--- config.mk ---
export PLATFORM = sky130hd
export DESIGN_NAME = adc_scan_sequencer_flat
export DESIGN_NICKNAME = d
export VERILOG_FILES = /design/src/rtl/adc_scan_sequencer_if.sv /design/src/rtl/adc_scan_sequencer.sv /design/src/flat_wrapper.sv
export SDC_FILE = /design/constraint.sdc
export NUM_CORES = 1
export LEC_CHECK = 0
export ABC_AREA = 1
export CORE_MARGIN = 8
export CORE_UTILIZATION = 46
export CTS_BUF_LIST = sky130_fd_sc_hd__clkbuf_8
export DETAILED_ROUTE_END_ITERATION = 10
export GPL_TIMING_DRIVEN = 0
export PLACE_DENSITY = 0.7
export SYNTH_ARGS = -nofsm -noshare
export SYNTH_HDL_FRONTEND = slang
export SYNTH_SLANG_ARGS = --single-unit
--- constraint.sdc ---
create_clock -name clk -period 2.05 [get_ports clk]
set_clock_uncertainty 0.05 [all_clocks]
set_input_delay 0.205 -clock clk [delete_from_list [all_inputs] [get_ports clk]]
set_output_delay 0.205 -clock clk [all_outputs]
set_load 0.02 [all_outputs]
--- src/rtl/adc_scan_sequencer_if.sv ---
// Handshake bundle between the scan sequencer, the host register block and
// the shared SPI ADC wrapper. The master side is the environment (host plus
// ADC wrapper); the slave side is the sequencer itself.
interface adc_scan_sequencer_if;
    logic        host_req;
    logic [2:0]  host_ch;
    logic        host_ack;
    logic [9:0]  host_data;
    logic [23:0] adc_in_data;
    logic        adc_in_wr;
    logic [23:0] adc_out_data;
    logic        adc_out_wr;

    modport master (
        output host_req, host_ch, adc_out_data, adc_out_wr,
        input  host_ack, host_data, adc_in_data, adc_in_wr
    );

    modport slave (
        input  host_req, host_ch, adc_out_data, adc_out_wr,
        output host_ack, host_data, adc_in_data, adc_in_wr
    );
endinterface

--- src/rtl/adc_scan_sequencer.sv ---
// Sequencer for a shared 8-channel SPI ADC: periodic round-robin scanning of
// enabled channels plus one-shot host conversions, one conversion in flight
// at a time, with the latest 10-bit result per channel kept in a small
// register file.
module adc_scan_sequencer #(
    parameter int unsigned SCAN_PERIOD = 1000,
    parameter int unsigned TIMEOUT     = 512
) (
    input  logic       clk,
    input  logic       rst_n,
    input  logic       scan_en_i,
    input  logic [7:0] ch_mask_i,
    input  logic [2:0] rd_ch_i,
    output logic [9:0] rd_data_o,
    output logic [7:0] valid_mask_o,
    output logic       round_done_o,
    output logic       timeout_err_o,
    adc_scan_sequencer_if.slave bus
);

    localparam logic [23:0] PERIOD_LAST = 24'(SCAN_PERIOD - 1);
    localparam logic [15:0] TO_LAST     = 16'(TIMEOUT - 1);

    typedef enum logic [1:0] {IDLE, ISSUE, WAIT, STORE} state_t;

    state_t      state_q, state_d;
    logic [23:0] period_q, period_d;
    logic        pending_q, pending_d;
    logic        active_q, active_d;
    logic [7:0]  remain_q, remain_d;
    logic [2:0]  ch_q, ch_d;
    logic        owner_host_q, owner_host_d;
    logic [9:0]  result_q, result_d;
    logic [15:0] to_q, to_d;
    logic [9:0]  host_data_q, host_data_d;
    logic        round_done_q, round_done_d;
    logic        timeout_err_q, timeout_err_d;
    logic [7:0]  valid_q, valid_d;
    logic [9:0]  regs_q [8];
    logic [9:0]  rd_data_q;
    logic [2:0]  next_ch;
    logic        unused_adc_bits;

    assign unused_adc_bits = ^bus.adc_out_data[23:10];

    // Lowest-numbered channel still waiting in the current round.
    always_comb begin
        next_ch = 3'd0;
        for (int i = 7; i >= 0; i--) begin
            if (remain_q[i]) next_ch = 3'(i);
        end
    end

    // Conversion FSM, period counter and round bookkeeping next-state logic.
    always_comb begin
        state_d       = state_q;
        period_d      = period_q;
        pending_d     = pending_q;
        active_d      = active_q;
        remain_d      = remain_q;
        ch_d          = ch_q;
        owner_host_d  = owner_host_q;
        result_d      = result_q;
        to_d          = to_q;
        host_data_d   = host_data_q;
        round_done_d  = 1'b0;
        timeout_err_d = timeout_err_q;
        valid_d       = valid_q;

        unique case (state_q)
            IDLE: begin
                to_d = 16'd0;
                if (bus.host_req) begin
                    ch_d         = bus.host_ch;
                    owner_host_d = 1'b1;
                    state_d      = ISSUE;
                end else if (scan_en_i && active_q && (remain_q != 8'd0)) begin
                    ch_d         = next_ch;
                    owner_host_d = 1'b0;
                    remain_d     = remain_q & ~(8'b1 << next_ch);
                    state_d      = ISSUE;
                end
            end
            ISSUE: begin
                to_d    = to_q + 16'd1;
                state_d = WAIT;
            end
            WAIT: begin
                to_d = to_q + 16'd1;
                if (bus.adc_out_wr) begin
                    result_d = bus.adc_out_data[9:0];
                    if (owner_host_q) begin
                        host_data_d = bus.adc_out_data[9:0];
                    end else if (active_q && (remain_q == 8'd0)) begin
                        round_done_d = 1'b1;
                        active_d     = 1'b0;
                    end
                    state_d = STORE;
                end else if (to_q >= TO_LAST) begin
                    timeout_err_d = 1'b1;
                    if (!owner_host_q && active_q && (remain_q == 8'd0)) begin
                        round_done_d = 1'b1;
                        active_d     = 1'b0;
                    end
                    state_d = IDLE;
                end
            end
            STORE: begin
                valid_d = valid_q | (8'b1 << ch_q);
                state_d = IDLE;
            end
            default: state_d = IDLE;
        endcase

        if (!scan_en_i) begin
            period_d  = 24'd0;
            pending_d = 1'b0;
            active_d  = 1'b0;
            remain_d  = 8'd0;
        end else begin
            if (pending_q && !active_q) begin
                pending_d = 1'b0;
                if (ch_mask_i == 8'd0) begin
                    round_done_d = 1'b1;
                end else begin
                    active_d = 1'b1;
                    remain_d = ch_mask_i;
                end
            end
            if (period_q >= PERIOD_LAST) begin
                period_d  = 24'd0;
                pending_d = 1'b1;
            end else begin
                period_d = period_q + 24'd1;
            end
        end
    end

    // State and datapath registers.
    always_ff @(posedge clk or negedge rst_n) begin
        if (!rst_n) begin
            state_q       <= IDLE;
            period_q      <= 24'd0;
            pending_q     <= 1'b0;
            active_q      <= 1'b0;
            remain_q      <= 8'd0;
            ch_q          <= 3'd0;
            owner_host_q  <= 1'b0;
            result_q      <= 10'd0;
            to_q          <= 16'd0;
            host_data_q   <= 10'd0;
            round_done_q  <= 1'b0;
            timeout_err_q <= 1'b0;
            valid_q       <= 8'd0;
        end else begin
            state_q       <= state_d;
            period_q      <= period_d;
            pending_q     <= pending_d;
            active_q      <= active_d;
            remain_q      <= remain_d;
            ch_q          <= ch_d;
            owner_host_q  <= owner_host_d;
            result_q      <= result_d;
            to_q          <= to_d;
            host_data_q   <= host_data_d;
            round_done_q  <= round_done_d;
            timeout_err_q <= timeout_err_d;
            valid_q       <= valid_d;
        end
    end

    // Result register file, written at the end of STORE; the read port
    // samples before the write lands, so a same-cycle read sees old data.
    always_ff @(posedge clk or negedge rst_n) begin
        if (!rst_n) begin
            for (int i = 0; i < 8; i++) regs_q[i] <= 10'd0;
            rd_data_q <= 10'd0;
        end else begin
            if (state_q == STORE) regs_q[ch_q] <= result_q;
            rd_data_q <= regs_q[rd_ch_i];
        end
    end

    assign bus.adc_in_wr   = (state_q == ISSUE);
    assign bus.adc_in_data = {21'd0, ch_q};
    assign bus.host_ack    = (state_q == STORE) && owner_host_q;
    assign bus.host_data   = host_data_q;
    assign rd_data_o       = rd_data_q;
    assign valid_mask_o    = valid_q;
    assign round_done_o    = round_done_q;
    assign timeout_err_o   = timeout_err_q;

endmodule

--- src/flat_wrapper.sv ---
// flat-port wrapper written by rule: the top's interface ports become plain ports
module adc_scan_sequencer_flat 
#(
    parameter int unsigned SCAN_PERIOD = 1000,
    parameter int unsigned TIMEOUT     = 512
)
  (clk, rst_n, scan_en_i, ch_mask_i, rd_ch_i, rd_data_o, valid_mask_o, round_done_o, timeout_err_o, bus_host_req, bus_host_ch, bus_adc_out_data, bus_adc_out_wr, bus_host_ack, bus_host_data, bus_adc_in_data, bus_adc_in_wr);
  adc_scan_sequencer_if bus_i ();
  input  logic clk;
  input  logic rst_n;
  input  logic scan_en_i;
  input  logic [7:0] ch_mask_i;
  input  logic [2:0] rd_ch_i;
  output logic [9:0] rd_data_o;
  output logic [7:0] valid_mask_o;
  output logic round_done_o;
  output logic timeout_err_o;
  input wire logic [$bits(bus_i.host_req)-1:0] bus_host_req;
  input wire logic [$bits(bus_i.host_ch)-1:0] bus_host_ch;
  input wire logic [$bits(bus_i.adc_out_data)-1:0] bus_adc_out_data;
  input wire logic [$bits(bus_i.adc_out_wr)-1:0] bus_adc_out_wr;
  output wire logic [$bits(bus_i.host_ack)-1:0] bus_host_ack;
  output wire logic [$bits(bus_i.host_data)-1:0] bus_host_data;
  output wire logic [$bits(bus_i.adc_in_data)-1:0] bus_adc_in_data;
  output wire logic [$bits(bus_i.adc_in_wr)-1:0] bus_adc_in_wr;
  assign bus_i.host_req = bus_host_req;
  assign bus_i.host_ch = bus_host_ch;
  assign bus_i.adc_out_data = bus_adc_out_data;
  assign bus_i.adc_out_wr = bus_adc_out_wr;
  assign bus_host_ack = bus_i.host_ack;
  assign bus_host_data = bus_i.host_data;
  assign bus_adc_in_data = bus_i.adc_in_data;
  assign bus_adc_in_wr = bus_i.adc_in_wr;
  adc_scan_sequencer #(.SCAN_PERIOD(SCAN_PERIOD), .TIMEOUT(TIMEOUT)) u_core (.clk(clk), .rst_n(rst_n), .scan_en_i(scan_en_i), .ch_mask_i(ch_mask_i), .rd_ch_i(rd_ch_i), .rd_data_o(rd_data_o), .valid_mask_o(valid_mask_o), .round_done_o(round_done_o), .timeout_err_o(timeout_err_o), .bus(bus_i));
endmodule
==> metrics.md <==
| Metric | Value |
|---|---|
| Status | `finished, final reports clean` |
| WP data arrival | `1.65 ns` |
| Netlist cell types | `39` |
| Critical path class | `reg -> out` |
| Final period util | `0.927` |
| Max Clk Rate | `526 MHz` |
| Setup Viol. Count Final | `0` |
| Cells after DPL | `1217` |
| Sink Count | `176` |
| Clock Pin Slew Worst Setup and Hold Paths | `0.08 ns` |
| Initial DRC Count | `353` |
| Place WS | `0.106 ns` |
| Count leader, synth | `nand2_1` |
| Number of global-route vias before repair | `6049` |
| Class of the worst hold path | `in -> reg` |
| RSZ-0062 raised after global routing | `false` |
| Largest net degree at the start of global routing | `98` |
| Area leader, netlist | `dfrtp_1` |
| Fin nets | `1067` |
| Fin cells | `1248` |
| DRC Markers | `0` |
| Switch share | `0.355` |
| CTS buffer count | `17` |
| Drt pass-1 iters | `5` |
| Register area share after synthesis | `0.563` |
| Global-route wire length before repair | `31.0 mm` |
| Routed vias/inst | `4.96` |
| Maximum vdd ir drop | `0.885 mV` |
| Synth area leaders | `dfrtp_1, nand2_1, o21ai_0, nor2_1, inv_1` |
| Port Buffers | `62` |
| Fin worst setup slack | `0.150 ns` |
| Kind of capture point of the worst setup path | `primary output` |
| Drt total wl | `18.4 mm` |
| Setup bufs post-CTS | `0` |
| Worst skew pair latency | `0.46 ns` |
| Switch Pwr | `3790 uW` |
| Worst R2R Setup Slack | `0.29 ns` |
| Tmin final | `1.90 ns` |
| Post-synth EDFFs | `0` |
| Reg power frac | `0.472` |
| Post-route setup TNS | `0 ns` |
| Actual slew at the worst max-slew pin | `0.595 ns` |
| Tot GR Track Use | `0.178` |
| Crit-path cells | `ha_2, nand2_1, inv_1, dlygate4sd2_1` |
| Yosys top cell area share | `0.563` |
| Cell Pwr Density | `1150 nW/um^2` |
| Post-synthesis async set-or-reset flop share | `1.00` |
| Grt ovf | `0` |
| Post-DP HPWL | `13.0 mm` |
| Root buffer cell | `clkbuf_8` |
| Avg WL per Cell | `14.7 um` |
| Syn Std Cell Area | `7830 um^2` |
| Fin. max-slew vios | `0` |
| Gpl congestion | `0.834` |
| Cell row count | `47` |
| Antenna Cells | `0` |
| Number of synthesized register bits | `176` |
| Syn. warnings | `0` |
| Clock tree buffer depth | `2` |
| IO Count | `99` |
| Crit path max-delay cell type | `dfrtp_2` |
| Post-route ant nets | `0` |
| Pint | `6890 uW` |
| Max stage delay on crit path | `0.43 ns` |
| Die footprint | `21400 um^2` |
| Crit start category | `register` |
| Starting Density | `0.472` |
| Core area | `16600 um^2` |
| Slew Limit Headroom | `0.604` |
| CP Max Fanout | `6` |
| Chip height | `146 um` |
| Post-synth top cells | `nand2_1, dfrtp_1, o21ai_0` |
| CTS tree | `done` |
| Gate Count Post-Synth | `900` |
| Max Cap Violations | `0` |
| Combinational Power Share | `0.296` |
| Synth Area per Inst | `8.69 um^2` |
| Area Overhead vs Synth | `18.8%` |
| Via count | `6185` |
| Antenna violations before repair | `0` |
| Layout cells sized above 1 | `0.0856` |
| Pleak | `0.00441 uW` |
| H-tree Lvls | `4` |
| Synth Flop Type | `dfrtp_1` |
| Die width | `146 um` |
| Final hold vios | `0` |
| Clock group share of total power | `0.232` |
| FILL cells | `1548` |
| WP data required | `1.79 ns` |
[flip-flops by register name (all words and copies together) (netlist names), 2 cells and up]
name,cells
u_core.state_q,2
u_core.rd_data_o,10
u_core.ch_q,3
u_core.regs_q,80
u_core.to_q,16
u_core.valid_mask_o,8
u_core.bus.host_data,10
u_core.remain_q,8
u_core.result_q,10
u_core.period_q,24
[cells by family (layout without fill, tap and decap cells)]
logic type | count (synthesis) | count (layout) | synth area share
AOI/OAI and AO/OA | 192 | 192 | 0.138
xor gates and xnor gates | 6 | 6 | 0.00672
adders and majority gates | 7 | 7 | 0.0112
buffers and inverters | 137 | 231 | 0.0769
DFF | 176 | 176 | 0.563
other | 1 | 35 | 0.000479
and+or+nand+nor | 381 | 381 | 0.204
[power groups by stage]
stage / Clock [uW] / Sequential (uW) / Combinational (uW)
final: 2480 / 5040 / 3170
after detailed placement: 0 / 5080 / 3200
after global routing: 2690 / 5160 / 3560
after global placement: 0 / 5060 / 3120
after CTS: 2540 / 5020 / 3200
after floorplan: 0 / 5230 / 1650
[metrics by stage]
stage / power [uW] / hold WS [ns] / instance area (um^2) / utilization
detailed placement: 8280 / 0.172 / 8880 / 0.536
CTS: 10800 / 0.204 / 9300 / 0.561
global route: 11400 / 0.248 / 9300 / 0.561
global placement: 8180 / 0.395 / 8850 / 0.534
floorplan: 6880 / -0.141 / 7950 / -
finish: 10700 / 0.222 / 9300 / 0.561
[worst max-delay path, delay by kind of cell (launching register included)]
kind / cells / cell delay, ns
buffers and inverters: 2 / 0.39
adder cells (fa/ha/maj): 1 / 0.26
flip-flops: 1 / 0.43
AND/OR/NAND/NOR: 1 / 0.11
[path summary, 6_finish.rpt]
check,from,cells past startpoint,to
worst max-delay path,u_core.state_q[0],4,bus_host_ack
worst min-delay path,rd_ch_i[1],5,u_core.rd_data_o[0]
worst max register to register,u_core.period_q[0],6,u_core.period_q[7]
worst min register to register,u_core.period_q[0],1,u_core.period_q[0]
max in group asynchronous,rst_n,3,u_core.state_q[0]
min in group asynchronous,rst_n,2,u_core.valid_mask_o[1]
[area by class of cell]
type                       count  area (um^2)  share of cell area
sequential                   176         4410               0.474
timing repair buffer          64          661              0.0710
buffer                        56          298              0.0320
multi-input combinational    621         2950               0.317
clock inverter                11          141              0.0152
clock buffer                  19          262              0.0281
tap                          220          275              0.0296
inverter                      81          304              0.0327
[placed cells by master (no fill, tap or decap), types with 4 or more instances in the layout]
cell / instances
conb_1: 35
dfrtp_1: 174
buf_2: 4
o21ai_0: 142
clkdlybuf4s50_1: 59
buf_4: 22
nor3_2: 5
xor2_1: 5
nand2_2: 6
clkbuf_8: 19
nand2_1: 217
a21oi_1: 19
nor3_1: 8
clkbuf_1: 30
nor2_1: 108
nand3_1: 19
nand4_1: 7
inv_1: 78
ha_1: 6
o32ai_1: 20
[repair_timing]
action,4_1_cts,5_1_grt
hold endpoints to repair,79,0
setup endpoints to repair,2,8
hold buffers,1,0
gates resized for setup,4,2
[per-layer routing]
metal | wire, um | share of wire | global-route usage | vias to the layer above
met4 | 230 | 0.013 | 0.0541 | 0
met3 | 940 | 0.051 | 0.0442 | 19
met1 | 8610 | 0.47 | 0.238 | 2923
met2 | 8600 | 0.47 | 0.282 | 152
li1 | - | - | - | 3091
met5 | 0 | 0 | 0 | -
(Power assumes the default switching activity.)
